==> config.mk <==
export PLATFORM = sky130hd
export DESIGN_NAME = baccarat_sequencer_flat
export DESIGN_NICKNAME = d
export VERILOG_FILES = /design/src/rtl/baccarat_pkg.sv /design/src/rtl/baccarat_sequencer_if.sv /design/src/rtl/baccarat_sequencer_banker_rule.sv /design/src/rtl/baccarat_sequencer.sv /design/src/flat_wrapper.sv
export SDC_FILE = /design/constraint.sdc
export NUM_CORES = 1
export LEC_CHECK = 0
export CAP_MARGIN = 20
export CELL_PAD_IN_SITES_DETAIL_PLACEMENT = 0
export CELL_PAD_IN_SITES_GLOBAL_PLACEMENT = 1
export CORE_ASPECT_RATIO = 0.9
export CORE_UTILIZATION = 32
export CTS_CLUSTER_DIAMETER = 200
export CTS_CLUSTER_SIZE = 30
export DETAILED_ROUTE_END_ITERATION = 16
export PLACE_DENSITY = 0.91
export SLEW_MARGIN = 10
export SYNTH_ARGS = -nofsm -noshare
export SYNTH_HDL_FRONTEND = slang
export SYNTH_SLANG_ARGS = --single-unit
==> constraint.sdc <==
create_clock -name slow_clock -period 2 [get_ports slow_clock]
set_clock_uncertainty 0.05 [all_clocks]
set_input_delay 0.2 -clock slow_clock [delete_from_list [all_inputs] [get_ports slow_clock]]
set_output_delay 0.2 -clock slow_clock [all_outputs]
set_load 0.01 [all_outputs]
==> src/rtl/baccarat_pkg.sv <==
//------------------------------------------------------------------------------
// Module : baccarat_pkg
// Brief  : Shared state encoding and rule thresholds for the baccarat sequencer.
// Rev    : 1.0
//------------------------------------------------------------------------------
`default_nettype none

package baccarat_pkg;

    typedef enum logic [3:0] {
        DEAL_P1  = 4'd0,
        DEAL_D1  = 4'd1,
        DEAL_P2  = 4'd2,
        DEAL_D2  = 4'd3,
        DECIDE_P = 4'd4,
        DEAL_P3  = 4'd5,
        DECIDE_D = 4'd6,
        DEAL_D3  = 4'd7,
        SCORE    = 4'd8,
        RESULT   = 4'd9
    } state_t;

    localparam logic [3:0] NATURAL_MIN      = 4'd8;
    localparam logic [3:0] PLAYER_STAND_MIN = 4'd6;
    localparam logic [3:0] DEALER_STAND     = 4'd7;
    localparam logic [3:0] RANK_TEN         = 4'd10;

endpackage

`default_nettype wire

==> src/rtl/baccarat_sequencer_if.sv <==
//------------------------------------------------------------------------------
// Module : baccarat_sequencer_if
// Brief  : Sequencer <-> datapath bundle: step, scores, card loads and lights.
// Rev    : 1.0
//------------------------------------------------------------------------------
`default_nettype none

interface baccarat_sequencer_if;
    logic       step;
    logic [3:0] pscore;
    logic [3:0] dscore;
    logic [3:0] pcard3;
    logic       load_pcard1;
    logic       load_pcard2;
    logic       load_pcard3;
    logic       load_dcard1;
    logic       load_dcard2;
    logic       load_dcard3;
    logic       player_win_light;
    logic       dealer_win_light;
    logic       done;

    // Sequencer side
    modport master (
        input  step, pscore, dscore, pcard3,
        output load_pcard1, load_pcard2, load_pcard3,
        output load_dcard1, load_dcard2, load_dcard3,
        output player_win_light, dealer_win_light, done
    );

    // Datapath / environment side
    modport slave (
        output step, pscore, dscore, pcard3,
        input  load_pcard1, load_pcard2, load_pcard3,
        input  load_dcard1, load_dcard2, load_dcard3,
        input  player_win_light, dealer_win_light, done
    );
endinterface

`default_nettype wire

==> src/rtl/baccarat_sequencer_banker_rule.sv <==
//------------------------------------------------------------------------------
// Module : banker_rule
// Brief  : Combinational banker third-card decision.
// Rev    : 1.0
//------------------------------------------------------------------------------
`default_nettype none

module banker_rule
    import baccarat_pkg::*;
(
    input  wire logic [3:0] dscore,
    input  wire logic [3:0] pcard3,
    input  wire logic       player_drew,
    output logic            draw
);

    logic [3:0] w_v;

    // Tens and court cards count as zero.
    assign w_v = (pcard3 >= RANK_TEN) ? 4'd0 : pcard3;

    always_comb begin
        draw = 1'b0;
        if (!player_drew) begin
            draw = (dscore < PLAYER_STAND_MIN);
        end else begin
            case (dscore)
                4'd0, 4'd1, 4'd2: draw = 1'b1;
                4'd3:             draw = (w_v != 4'd8);
                4'd4:             draw = (w_v >= 4'd2) && (w_v <= 4'd7);
                4'd5:             draw = (w_v >= 4'd4) && (w_v <= 4'd7);
                4'd6:             draw = (w_v >= 4'd6) && (w_v <= 4'd7);
                default:          draw = (dscore < DEALER_STAND);
            endcase
        end
    end

endmodule

`default_nettype wire

==> src/rtl/baccarat_sequencer.sv <==
//------------------------------------------------------------------------------
// Module : baccarat_sequencer
// Brief  : Deal-order FSM issuing card loads, third-card rules and winner lights.
// Rev    : 1.0
//------------------------------------------------------------------------------
`default_nettype none

module baccarat_sequencer
    import baccarat_pkg::*;
(
    input  wire logic            slow_clock,
    input  wire logic            reset,
    baccarat_sequencer_if.master bus
);

    state_t r_state;
    state_t w_next_state;
    logic   r_player_drew;
    logic   r_player_win;
    logic   r_dealer_win;
    logic   r_done;
    logic   w_dealer_draw;
    logic   w_natural;
    logic   w_player_low;
    logic   w_go;
    logic   w_load_p1, w_load_p2, w_load_p3;
    logic   w_load_d1, w_load_d2, w_load_d3;

    assign w_natural    = (bus.pscore >= NATURAL_MIN) || (bus.dscore >= NATURAL_MIN);
    assign w_player_low = (bus.pscore < PLAYER_STAND_MIN);
    // Reset dominates: no load may fire in a reset cycle.
    assign w_go         = bus.step && !reset;

    banker_rule u_banker_rule (
        .dscore      (bus.dscore),
        .pcard3      (bus.pcard3),
        .player_drew (r_player_drew),
        .draw        (w_dealer_draw)
    );

    always_ff @(posedge slow_clock) begin
        if (reset) begin
            r_state <= DEAL_P1;
        end else begin
            r_state <= w_next_state;
        end
    end

    always_comb begin
        w_next_state = r_state;
        case (r_state)
            DEAL_P1:  if (bus.step) w_next_state = DEAL_D1;
            DEAL_D1:  if (bus.step) w_next_state = DEAL_P2;
            DEAL_P2:  if (bus.step) w_next_state = DEAL_D2;
            DEAL_D2:  if (bus.step) w_next_state = DECIDE_P;
            DECIDE_P: begin
                if (w_natural)         w_next_state = SCORE;
                else if (w_player_low) w_next_state = DEAL_P3;
                else                   w_next_state = DECIDE_D;
            end
            DEAL_P3:  if (bus.step) w_next_state = DECIDE_D;
            DECIDE_D: w_next_state = w_dealer_draw ? DEAL_D3 : SCORE;
            DEAL_D3:  if (bus.step) w_next_state = SCORE;
            SCORE:    w_next_state = RESULT;
            RESULT:   w_next_state = RESULT;
            default:  w_next_state = DEAL_P1;
        endcase
    end

    always_comb begin
        w_load_p1 = 1'b0;
        w_load_p2 = 1'b0;
        w_load_p3 = 1'b0;
        w_load_d1 = 1'b0;
        w_load_d2 = 1'b0;
        w_load_d3 = 1'b0;
        if (w_go) begin
            case (r_state)
                DEAL_P1: w_load_p1 = 1'b1;
                DEAL_D1: w_load_d1 = 1'b1;
                DEAL_P2: w_load_p2 = 1'b1;
                DEAL_D2: w_load_d2 = 1'b1;
                DEAL_P3: w_load_p3 = 1'b1;
                DEAL_D3: w_load_d3 = 1'b1;
                default: ;
            endcase
        end
    end

    // Ties light both lamps, hence the non-strict compares.
    always_ff @(posedge slow_clock) begin
        if (reset) begin
            r_player_drew <= 1'b0;
            r_player_win  <= 1'b0;
            r_dealer_win  <= 1'b0;
            r_done        <= 1'b0;
        end else begin
            if (r_state == DECIDE_P) begin
                r_player_drew <= !w_natural && w_player_low;
            end
            if (r_state == SCORE) begin
                r_player_win <= (bus.pscore >= bus.dscore);
                r_dealer_win <= (bus.dscore >= bus.pscore);
                r_done       <= 1'b1;
            end
        end
    end

    assign bus.load_pcard1      = w_load_p1;
    assign bus.load_pcard2      = w_load_p2;
    assign bus.load_pcard3      = w_load_p3;
    assign bus.load_dcard1      = w_load_d1;
    assign bus.load_dcard2      = w_load_d2;
    assign bus.load_dcard3      = w_load_d3;
    assign bus.player_win_light = r_player_win;
    assign bus.dealer_win_light = r_dealer_win;
    assign bus.done             = r_done;

endmodule

`default_nettype wire
==> src/flat_wrapper.sv <==
// flat-port wrapper written by rule: the top's interface ports become plain ports
module baccarat_sequencer_flat import baccarat_pkg::*;
  (slow_clock, reset, bus_step, bus_pscore, bus_dscore, bus_pcard3, bus_load_pcard1, bus_load_pcard2, bus_load_pcard3, bus_load_dcard1, bus_load_dcard2, bus_load_dcard3, bus_player_win_light, bus_dealer_win_light, bus_done);
  baccarat_sequencer_if bus_i ();
  input  wire logic slow_clock;
  input  wire logic reset;
  input wire logic [$bits(bus_i.step)-1:0] bus_step;
  input wire logic [$bits(bus_i.pscore)-1:0] bus_pscore;
  input wire logic [$bits(bus_i.dscore)-1:0] bus_dscore;
  input wire logic [$bits(bus_i.pcard3)-1:0] bus_pcard3;
  output wire logic [$bits(bus_i.load_pcard1)-1:0] bus_load_pcard1;
  output wire logic [$bits(bus_i.load_pcard2)-1:0] bus_load_pcard2;
  output wire logic [$bits(bus_i.load_pcard3)-1:0] bus_load_pcard3;
  output wire logic [$bits(bus_i.load_dcard1)-1:0] bus_load_dcard1;
  output wire logic [$bits(bus_i.load_dcard2)-1:0] bus_load_dcard2;
  output wire logic [$bits(bus_i.load_dcard3)-1:0] bus_load_dcard3;
  output wire logic [$bits(bus_i.player_win_light)-1:0] bus_player_win_light;
  output wire logic [$bits(bus_i.dealer_win_light)-1:0] bus_dealer_win_light;
  output wire logic [$bits(bus_i.done)-1:0] bus_done;
  assign bus_i.step = bus_step;
  assign bus_i.pscore = bus_pscore;
  assign bus_i.dscore = bus_dscore;
  assign bus_i.pcard3 = bus_pcard3;
  assign bus_load_pcard1 = bus_i.load_pcard1;
  assign bus_load_pcard2 = bus_i.load_pcard2;
  assign bus_load_pcard3 = bus_i.load_pcard3;
  assign bus_load_dcard1 = bus_i.load_dcard1;
  assign bus_load_dcard2 = bus_i.load_dcard2;
  assign bus_load_dcard3 = bus_i.load_dcard3;
  assign bus_player_win_light = bus_i.player_win_light;
  assign bus_dealer_win_light = bus_i.dealer_win_light;
  assign bus_done = bus_i.done;
  baccarat_sequencer u_core (.slow_clock(slow_clock), .reset(reset), .bus(bus_i));
endmodule
Yosys cells after proc, flatten, opt, wreduce, memory -nomap -nowiden:

Cells that the tools add are included.

* flip-flop bits (word level): 8
* input port bits: 15

* $lt $le $gt $ge: 12
* eq/ne operators: 22
* muxes and demuxes: 25
* reductions and logical operators: 13

Operator list (count)
* $mux W4: 9
* $pmux W4 S9: 1
* $eq A4 B3 Y1 const B: 7
* $eq A4 B2 Y1 const B: 4
* $mux W1: 13
* $ge A4 B4 Y1 const B: 3
* $lt A4 B3 Y1 const B: 3
* $ne A2 B2 Y1 const B: 6
* $eq A4 B1 Y1 const B: 2
* $eq A4 B4 Y1 const B: 2
* $ge A4 B3 Y1 const B: 2
* $ge A4 B4 Y1: 2
* $logic_not A4 Y1: 2
* $reduce_and A6 Y1: 1
* $logic_and A1 B1 Y1: 5
* $pmux W1 S5: 1
* $ge A4 B2 Y1 const B: 1
* $le A4 B3 Y1 const B: 1
* $ne A4 B4 Y1 const B: 1
* $reduce_or A3 Y1: 1
* $logic_not A1 Y1: 2
* $mux W2: 1
* $reduce_or A2 Y1: 1
* $logic_or A1 B1 Y1: 1

Longest topological paths before layout:

Gate-level depths: netlist of run 1.

* depth after elaboration: 8
* gate-level depth with buffers: 7
* depth with buffers taken out: 7

By module:

From an unflattened synthesis of run 1, not the netlist that was laid out.

* cell total of the unflattened synthesis: 95
* area, all modules: 674.4 um^2

Modules (own cells, without submodules)
* baccarat_sequencer: times used 1, cells an instance 84, area an instance 610.6 um^2, seq. area each 160.2 um^2
* banker_rule: times used 1, cells an instance 11, area an instance 63.8 um^2, seq. area each 0.0 um^2

Worst setup path after synthesis of run 1:

OpenSTA, ideal clock, no wires.

* path kind: register -> output
* start: reg u_core.r_state[0]
* end: out bus_load_dcard3
* arrival time: 1.098 ns
* setup slack: 0.652 ns
* cell stages (with the launch flop): 4
* buffers on the path: 1
* cells stage by stage: dfxtp_1 > clkbuf_1 > nand2_1 > nor3_1

* cells in the longest elaborated chain, start to end: 3

RTL lines
* start: declaration: line baccarat_sequencer.sv:16 `state_t r_state;`
* start signal: assignment: line baccarat_sequencer.sv:45 `r_state <= w_next_state;`
* $eq A4 B3 Y1: line baccarat_sequencer.sv:78 `case (r_state)`
* $mux W1: line baccarat_sequencer.sv:78
* $mux W1: line baccarat_sequencer.sv:77 `if (w_go) begin`
* end: declaration: line flat_wrapper.sv:16 `output wire logic [$bits(bus_i.load_dcard3)-1:0] bus_load_dcard3;`

Every way passes these cells.

Final worst setup path of run 1:

* start: in bus_step
* end: out bus_load_pcard1

* cells in the longest elaborated chain, start to end: 2

RTL lines
* start: declaration: line flat_wrapper.sv:7 `input wire logic [$bits(bus_i.step)-1:0] bus_step;`
* $logic_and A1 B1 Y1: line baccarat_sequencer.sv:32 `assign w_go = bus.step && !reset;`
* $mux W1: line baccarat_sequencer.sv:77
* end: declaration: line flat_wrapper.sv:11 `output wire logic [$bits(bus_i.load_pcard1)-1:0] bus_load_pcard1;`

Every way passes these cells.

==> results.py, run 1 <==
metrics = {
    "floorplanning": {
        "dieHeight_um": 45.1,
        "rows": 15,
        "start_util_pct": 34.1,
        "die_w_um": 49.9,
        "ios": 24,
        "dieArea_um2": 2250,
        "core_um2": 1930,
    },
    "setup_path": {
        "startpoint_type": "input port",
        "end_kind": "primary output",
        "arrival_ns": 1.68,
        "path_max_fanout": 3,
        "crit_type": "in -> out",
        "worstPathRequired_ns": 1.75,
    },
    "synth": {
        "synth_flop_cell": "dfxtp_1",
        "syn-cell-area_um2": 659,
        "syn-num-nets": 108,
        "ys_warn_count": 0,
        "synth_edf_count": 0,
        "synth_area_per_cell_um2": 7.41,
        "ys_ff_latch": 8,
        "synthArstFlopShare_pct": 0,
        "yosysSeqAreaShare_pct": 24.3,
        "ys_types": 35,
        "postSynthCellCount": 89,
    },
    "global_route": {
        "grt_pass1_vias": 740,
        "grt_max_degree": 12,
        "grt_usage_pct": 18.4,
        "antenna_found_initial": 0,
        "overflow": 0,
        "grt_first_pass_wirelength_um": 3090,
    },
    "clock_tree": {
        "clock_sinks": 8,
        "cts_buffers": 3,
        "postCtsSetupRepairBufs": 0,
        "clk_path_buf_depth": 2,
        "clkSlewWorstSetupHoldPaths_ns": 0.05,
        "cts_tree": "yes",
        "root_buffer": "clkbuf_4",
        "insertion_delay_ns": 0.26,
        "h-tree-depth": 1,
    },
    "timing": {
        "worst_pin_slew_ns": 0.427,
        "fmax_mhz": 519,
        "holdWs_ns": 0.447,
        "finalHoldViolations": 0,
        "drv_slew": 0,
        "setup_viol": 0,
        "period_share_pct": 96.3,
        "setup_tns_ns": 0,
        "max_slew_margin_pct": 71.4,
        "rsz0062_at_grt": "false",
        "fin_crit_ns": 1.93,
    },
    "place": {
        "gp_congestion": 0.770,
        "port_buffers": 23,
        "dpl_cell_area_um2": 945,
        "hpwl_um": 1430,
    },
    "cells_and_area": {
        "fin_util_pct": 50.6,
        "n_antenna_cell": 0,
        "final_cell_mix": "20 x clkdlybuf4s50_1, 10 x nor2_1, 9 x nand2_1, 8 x inv_1",
        "final_common_cell": "clkdlybuf4s50_1",
        "finalInstanceArea_um2": 978,
        "final_net_count": 138,
        "drive_gt1_share_pct": 12.8,
        "area_growth_pct": 48.4,
    },
    "power_and_ir_drop": {
        "power_mw": 0.401,
        "power_density_nw_per_um2": 410,
        "p_leak_nw": 0.443,
        "ir_drop_v": 0.000445,
    },
    "route": {
        "dr.first_iter.drc_count": 20,
        "post-route-drc-count": 0,
        "met3WireLength_um": 144,
        "routed.top_layer": "met4",
        "routed_wl_um": 1780,
        "vias": 775,
        "routedWlPerCell_um": 12.5,
        "met1_length_um": 759,
        "first_pass_iters": 4,
        "ant_nets": 0,
        "routed_via_density": 5.46,
        "wl_met2_um": 862,
    },
    "flow_run": {
        "maxCapViolCount": 0,
    },
    "status": {
        "status": "finished, final reports clean",
    },
    "min_path": {
        "hold_class": "reg -> reg",
    },
}
-- per-layer routing --
metal | vias up | global-route usage (%)
met2 | 30 | 31.4
met3 | 3 | 7.41
li1 | 381 | -
met4 | 0 | 4.00
met1 | 361 | 22.0
met5 | - | 0
-- worst max-delay path, stage by stage --
cell	delay [ns]
clkdlybuf4s50_1	0.47
nor2b_1	0.20
nand2_1	0.12
nor3_1	0.13
clkdlybuf4s50_1	0.56
-- report_power, final --
group          switching (mW)  internal [mW]  total, mW  leakage, nW
Combinational          0.0469         0.0554      0.102        0.365
Sequential            0.00605          0.162      0.168       0.0650
Clock                  0.0611         0.0691      0.130       0.0138
Total                   0.114          0.287      0.401        0.443
-- sequential cells by signal, summed over array words and instances (netlist names) --
register and cells:
u_core.bus.dealer_win_light 1, u_core.bus.done 1, u_core.bus.player_win_light 1, u_core.r_player_drew 1
u_core.r_state 4
-- metrics by stage --
stage,setup slack (ns),cells
after CTS,0.0206,142
after floorplan,0.652,89
after global placement,0.0197,139
after detailed placement,0.0221,139
final,0.0743,142
after global routing,0.000897,142
-- layout make-up --
type / instances / area, um^2
fillers: 187 / 955
flip-flops and latches: 8 / 161
repair buffers: 28 / 275
well taps: 25 / 31.3
clock buffers: 3 / 22.5
multi-input cells: 70 / 458
inverters: 8 / 30.0
-- Yosys cell counts, drive strengths merged (2+ instances only) --
| library cell | instances | area [um^2] |
|---|---|---|
| dfxtp | 8 | 160 |
| nor2 | 11 | 41.3 |
| nor2b | 4 | 25.0 |
| o31ai | 2 | 15.0 |
| o311ai | 2 | 25.0 |
| nor3 | 7 | 35.0 |
| o21ai | 6 | 30.0 |
| inv | 8 | 30.0 |
| a31oi | 3 | 18.8 |
| a21oi | 2 | 10.0 |
| nand2 | 9 | 33.8 |
| ha | 4 | 50.1 |
| buf | 2 | 10.0 |
| nand2b | 2 | 20.0 |
-- cells by family (layout without fill, tap and decap cells) --
family,Yosys count,count (layout),share of synthesized area (%)
and+or+nand+nor,40,40,31.9
AOI/OAI and AO/OA,24,24,26.6
buffers and inverters,11,39,6.64
DFF,8,8,24.3
adders and majority gates,5,5,9.30
xor gates and xnor gates,1,1,1.33
-- worst paths after layout --
| kind | depth (start not counted) | end | slack (ns) | from |
|---|---|---|---|---|
| min reg2reg | 2 | u_core.bus.done | 0.45 | u_core.bus.done |
| max reg2reg | 6 | u_core.r_state[0] | 0.40 | u_core.r_state[1] |
| max | 5 | bus_load_pcard1 | 0.07 | bus_step |
| min | 2 | u_core.bus.done | 0.45 | u_core.bus.done |
-- repair_timing --
action	in CTS	in global routing
setup endpoints to repair	0	5
hold buffers	0	0
resized for setup	0	5
No activity file was read; power rests on OpenSTA's default activity.
==> run 2: changes to the inputs <==
--- a/config.mk
+++ b/config.mk
@@ -14,6 +14,7 @@
 export CTS_CLUSTER_SIZE = 30
 export DETAILED_ROUTE_END_ITERATION = 16
 export PLACE_DENSITY = 0.91
+export SKIP_LAST_GASP = 1
 export SLEW_MARGIN = 10
 export SYNTH_ARGS = -nofsm -noshare
 export SYNTH_HDL_FRONTEND = slang
==> run 2 against run 1 <==
Effect of this change:
- clock-buffer cell count is the same
- clock power is essentially flat
- non-clock buffer count did not move
- combinational power barely moved
- global-route usage did not move
- sequential share of layout area is essentially flat
- core utilization fell by 0.13 points
- worst setup slack stayed put
- cell count stayed put
- critical path type unchanged
- highest routed layer unchanged
- sequential cell count is the same
==> results.py, run 2 (same netlist as run 1, synthesis figures left out) <==
metrics = {
    "flow_run": {
        "maxCapViolCount": 0,
    },
    "route": {
        "routed_via_density": 5.46,
        "vias": 775,
        "post-route-drc-count": 0,
        "dr.first_iter.drc_count": 20,
        "routed_wl_um": 1780,
        "first_pass_iters": 4,
        "ant_nets": 0,
        "routedWlPerCell_um": 12.5,
    },
    "setup_path": {
        "crit_path_cell_trace": "clkdlybuf4s50_1 > nor2b_1 > nand2_1 > nor3_1 > clkdlybuf4s50_1",
        "startpoint_type": "input port",
        "slowest_delay_ns": 0.56,
        "worstPathRequired_ns": 1.75,
        "crit_buf_inv": 2,
        "r2r_slack_ns": 0.40,
        "cpLargestDelayFamily": "buffers and inverters",
        "path_common_cell": "clkdlybuf4s50_1",
        "crit_type": "in -> out",
        "arrival_ns": 1.68,
        "path_max_fanout": 3,
        "end_kind": "primary output",
        "critPathSlowestCell": "clkdlybuf4s50_1",
    },
    "clock_tree": {
        "root_buffer": "clkbuf_4",
        "insertion_delay_ns": 0.26,
        "clock_sinks": 8,
        "clkSlewWorstSetupHoldPaths_ns": 0.05,
        "ctsHoldBuffers": 0,
        "cts_tree": "yes",
        "h-tree-depth": 1,
        "clk_path_buf_depth": 2,
        "cts_buffers": 3,
    },
    "floorplanning": {
        "dieHeight_um": 45.1,
        "dieArea_um2": 2250,
        "die_w_um": 49.9,
        "start_util_pct": 34.1,
        "ios": 24,
        "core_um2": 1930,
        "rows": 15,
    },
    "status": {
        "status": "finished, final reports clean",
    },
    "cells_and_area": {
        "n_antenna_cell": 0,
        "drive_gt1_share_pct": 12.8,
        "fin_util_pct": 50.5,
        "final_net_count": 138,
        "final_cell_mix": "21 x clkdlybuf4s50_1, 10 x nor2_1, 9 x nand2_1, 8 x inv_1",
        "area_growth_pct": 48.0,
        "regMostFlops": "u_core.r_state",
        "final_common_cell": "clkdlybuf4s50_1",
        "largest_register_ffs": 4,
    },
    "timing": {
        "period_share_pct": 96.3,
        "worst_pin_slew_ns": 0.427,
        "finalHoldViolations": 0,
        "rsz0062_at_grt": "true",
        "drv_slew": 0,
        "setup_ws_ns": 0.0743,
        "setup_viol": 0,
        "fin_crit_ns": 1.93,
        "fmax_mhz": 519,
        "max_slew_margin_pct": 71.4,
    },
    "min_path": {
        "hold_class": "reg -> reg",
    },
    "global_route": {
        "grtUsageMet1_pct": 22.0,
        "grt_use_met3_pct": 7.41,
        "overflow": 0,
        "grt_max_degree": 12,
        "grtUsageMet2_pct": 31.4,
        "grt_pass1_vias": 740,
        "antenna_found_initial": 0,
        "grt_first_pass_wirelength_um": 3090,
        "busiest_layer": "met2",
        "grt_usage_pct": 18.4,
    },
    "power_and_ir_drop": {
        "power_density_nw_per_um2": 411,
        "p_leak_nw": 0.425,
        "ir_drop_v": 0.000445,
    },
    "place": {
        "hpwl_um": 1430,
        "gp_congestion": 0.770,
        "place_ws_ns": 0.0221,
        "port_buffers": 23,
    },
}
==> run 2: worst min-delay path, stage by stage, from the launching register on <==
cell and delay, ns:
dfxtp_1 0.31, nor2_1 0.09, nor2_1 0.05
==> run 2: layout make-up <==
class / count / area, um^2
Tap cell: 25 / 31.3
Fill cell: 188 / 957
Inverter: 8 / 30.0
Sequential cell: 8 / 161
Timing Repair Buffer: 28 / 273
Clock buffer: 3 / 22.5
Multi-Input combinational cell: 70 / 458
==> run 2: power by group <==
part	switching [mW]	internal, mW	leakage, nW
Clock	0.0611	0.0691	0.0138
Sequential	0.00605	0.162	0.0650
Combinational	0.0469	0.0554	0.346
==> run 2: metal layers <==
layer / share of wire (%) / vias up
met5: 0 / -
met4: 0.73 / 0
met3: 8.1 / 3
met2: 49 / 30
met1: 43 / 361
li1: - / 381
==> run 2: stage by stage <==
stage	TNS [ns]	cells	hold WS, ns	instance area (um^2)	total power, mW
global placement	0	139	0.407	945	0.271
global route	-0.00826	142	0.493	976	0.429
finish	0	142	0.447	976	0.401
CTS	0	142	0.464	967	0.409
floorplan	0	89	0.222	659	0.216
detailed placement	0	139	0.448	945	0.273
==> run 2: worst paths after layout <==
check,from,endpoint,cells past startpoint
min,u_core.bus.done,u_core.bus.done,2
max reg2reg,u_core.r_state[1],u_core.r_state[0],6
min reg2reg,u_core.bus.done,u_core.bus.done,2
max,bus_step,bus_load_pcard1,5
==> run 2: repair_timing <==
action                                  CTS  global route
endpoints found under the setup margin    0             5
buffers inserted                          0             0
gates resized for setup                   0             4
==> run 3: changes to the inputs <==
--- a/config.mk
+++ b/config.mk
@@ -13,7 +13,7 @@
 export CTS_CLUSTER_DIAMETER = 200
 export CTS_CLUSTER_SIZE = 30
 export DETAILED_ROUTE_END_ITERATION = 16
-export PLACE_DENSITY = 0.91
+export PLACE_DENSITY_LB_ADDON = 0.1
 export SKIP_LAST_GASP = 1
 export SLEW_MARGIN = 10
 export SYNTH_ARGS = -nofsm -noshare
==> run 3 against run 2 <==
Effect of this change:
- first-iteration DRC count down 25%
- via count down 6.8%
- sequential share of layout area down 0.11 points
- register-to-register slack better by 0.03 ns
- worst setup slack better by 0.012 ns
- clock power about the same
- critical path type unchanged
- critical endpoint is now bus_load_dcard1
- largest cell class unchanged
==> results.py, run 3 (same netlist as run 1, synthesis figures left out) <==
metrics = {
    "status": {
        "status": "finished, final reports clean",
    },
    "timing": {
        "max_slew_margin_pct": 70.7,
        "worst_pin_slew_ns": 0.438,
        "finalHoldViolations": 0,
        "fmax_mhz": 523,
        "rsz0062_at_grt": "false",
        "fin_crit_ns": 1.91,
        "drv_slew": 0,
        "holdWs_ns": 0.441,
        "setup_viol": 0,
        "setup_tns_ns": 0,
        "period_share_pct": 95.7,
    },
    "floorplanning": {
        "ios": 24,
        "core_um2": 1930,
        "die_w_um": 49.9,
        "dieArea_um2": 2250,
        "rows": 15,
        "start_util_pct": 34.1,
        "dieHeight_um": 45.1,
    },
    "global_route": {
        "grt_pass1_vias": 667,
        "grt_first_pass_wirelength_um": 2880,
        "grt_usage_pct": 17.0,
        "overflow": 0,
        "antenna_found_initial": 0,
        "grt_max_degree": 12,
    },
    "route": {
        "ant_nets": 0,
        "post-route-drc-count": 0,
        "routedWlPerCell_um": 12.1,
        "routed_wl_um": 1720,
        "vias": 722,
        "first_pass_iters": 5,
        "dr.first_iter.drc_count": 15,
        "routed_via_density": 5.08,
    },
    "place": {
        "gp_congestion": 0.783,
        "port_buffers": 23,
        "hpwl_um": 1380,
    },
    "setup_path": {
        "worstPathRequired_ns": 1.75,
        "startpoint_type": "input port",
        "rr_endpoint": "u_core.r_state[0]",
        "arrival_ns": 1.66,
        "crit_start": "bus_step",
        "r2r.worst_path.cells": 6,
        "reg2reg_from": "u_core.r_state[1]",
        "path_max_fanout": 3,
        "end_kind": "primary output",
        "r2r_slack_ns": 0.43,
        "cp-endpoint": "bus_load_dcard1",
        "crit_type": "in -> out",
    },
    "cells_and_area": {
        "ff_latch_area_um2": 160,
        "regMostFlops": "u_core.r_state",
        "final_common_cell": "clkdlybuf4s50_1",
        "final_net_count": 138,
        "final_cell_mix": "21 x clkdlybuf4s50_1, 10 x nor2_1, 9 x nand2_1, 8 x inv_1, 8 x dfxtp_1",
        "area_growth_pct": 47.8,
        "multiInputGateArea_um2": 458,
        "fin_util_pct": 50.4,
        "n_antenna_cell": 0,
        "nFillCells": 190,
        "largest_register_ffs": 4,
        "drive_gt1_share_pct": 12.0,
    },
    "clock_tree": {
        "h-tree-depth": 1,
        "postCtsSetupRepairBufs": 0,
        "clk_path_buf_depth": 2,
        "insertion_delay_ns": 0.26,
        "cts_buffers": 3,
        "cts_tree": "yes",
        "clkSlewWorstSetupHoldPaths_ns": 0.05,
        "clock_sinks": 8,
        "root_buffer": "clkbuf_4",
    },
    "power_and_ir_drop": {
        "ir_drop_v": 0.000165,
        "power_mw": 0.396,
        "p_leak_nw": 0.425,
        "power_density_nw_per_um2": 406,
    },
    "min_path": {
        "min_from": "u_core.bus.done",
        "hold_class": "reg -> reg",
        "whs_path_depth": 2,
    },
    "flow_run": {
        "maxCapViolCount": 0,
    },
}
## run 3: cell counts in the layout (fill, tap and decap cells not counted)
No cell type changed its count.
## run 3: layout make-up
class | count | area share (%)
inverters | 8 | 3.08
flip-flops and latches | 8 | 16.4
multi-input cells | 70 | 47.0
clock buffers | 3 | 2.31
repair buffers | 28 | 28.0
well taps | 25 | 3.21
## run 3: where the power goes
group / internal [mW] / total, mW / switching (mW)
combinational: 0.0555 / 0.103 / 0.0473
clock: 0.0689 / 0.127 / 0.0579
sequential: 0.162 / 0.167 / 0.00475
total: 0.286 / 0.396 / 0.110
## run 3: worst min-delay path by stage
stage	endpoint	slack, ns
after global routing	u_core.bus.done	0.46
after global placement	u_core.bus.done	0.42
after floorplan	u_core.bus.player_win_light	0.22
after CTS	u_core.bus.done	0.45
final	u_core.bus.done	0.44
after detailed placement	u_core.bus.done	0.42
## run 3: routing by layer
metal  share of wire, %  wire [um]  vias to the layer above  track usage [%]
met5                  0          0                        -                0
met4                1.1         19                        0             6.86
met3                4.8         82                        4             4.04
met2                 43        741                       24             25.4
met1                 51        877                      314             23.5
li1                   -          -                      380                -
## run 3: metrics by stage
stage / instances / area, um^2 / setup WS (ns)
2_1_floorplan: 89 / 659 / 0.652
3_3_place_gp: 139 / 945 / 0.0329
4_1_cts: 142 / 967 / 0.0254
5_1_grt: 142 / 975 / 0.0162
6_report: 142 / 975 / 0.0861
3_5_place_dp: 139 / 945 / 0.0443
## run 3: critical path, stage by stage
cell and delay [ns]:
clkdlybuf4s50_1 0.47, nor2b_1 0.17, nand2_1 0.11, nor3_1 0.15
clkdlybuf4s50_1 0.56
## run 3: repair_timing
| action | CTS | global route |
|---|---|---|
| endpoints found under the setup margin | 0 | 6 |
| hold buffers | 0 | 0 |
| resized for setup | 0 | 3 |
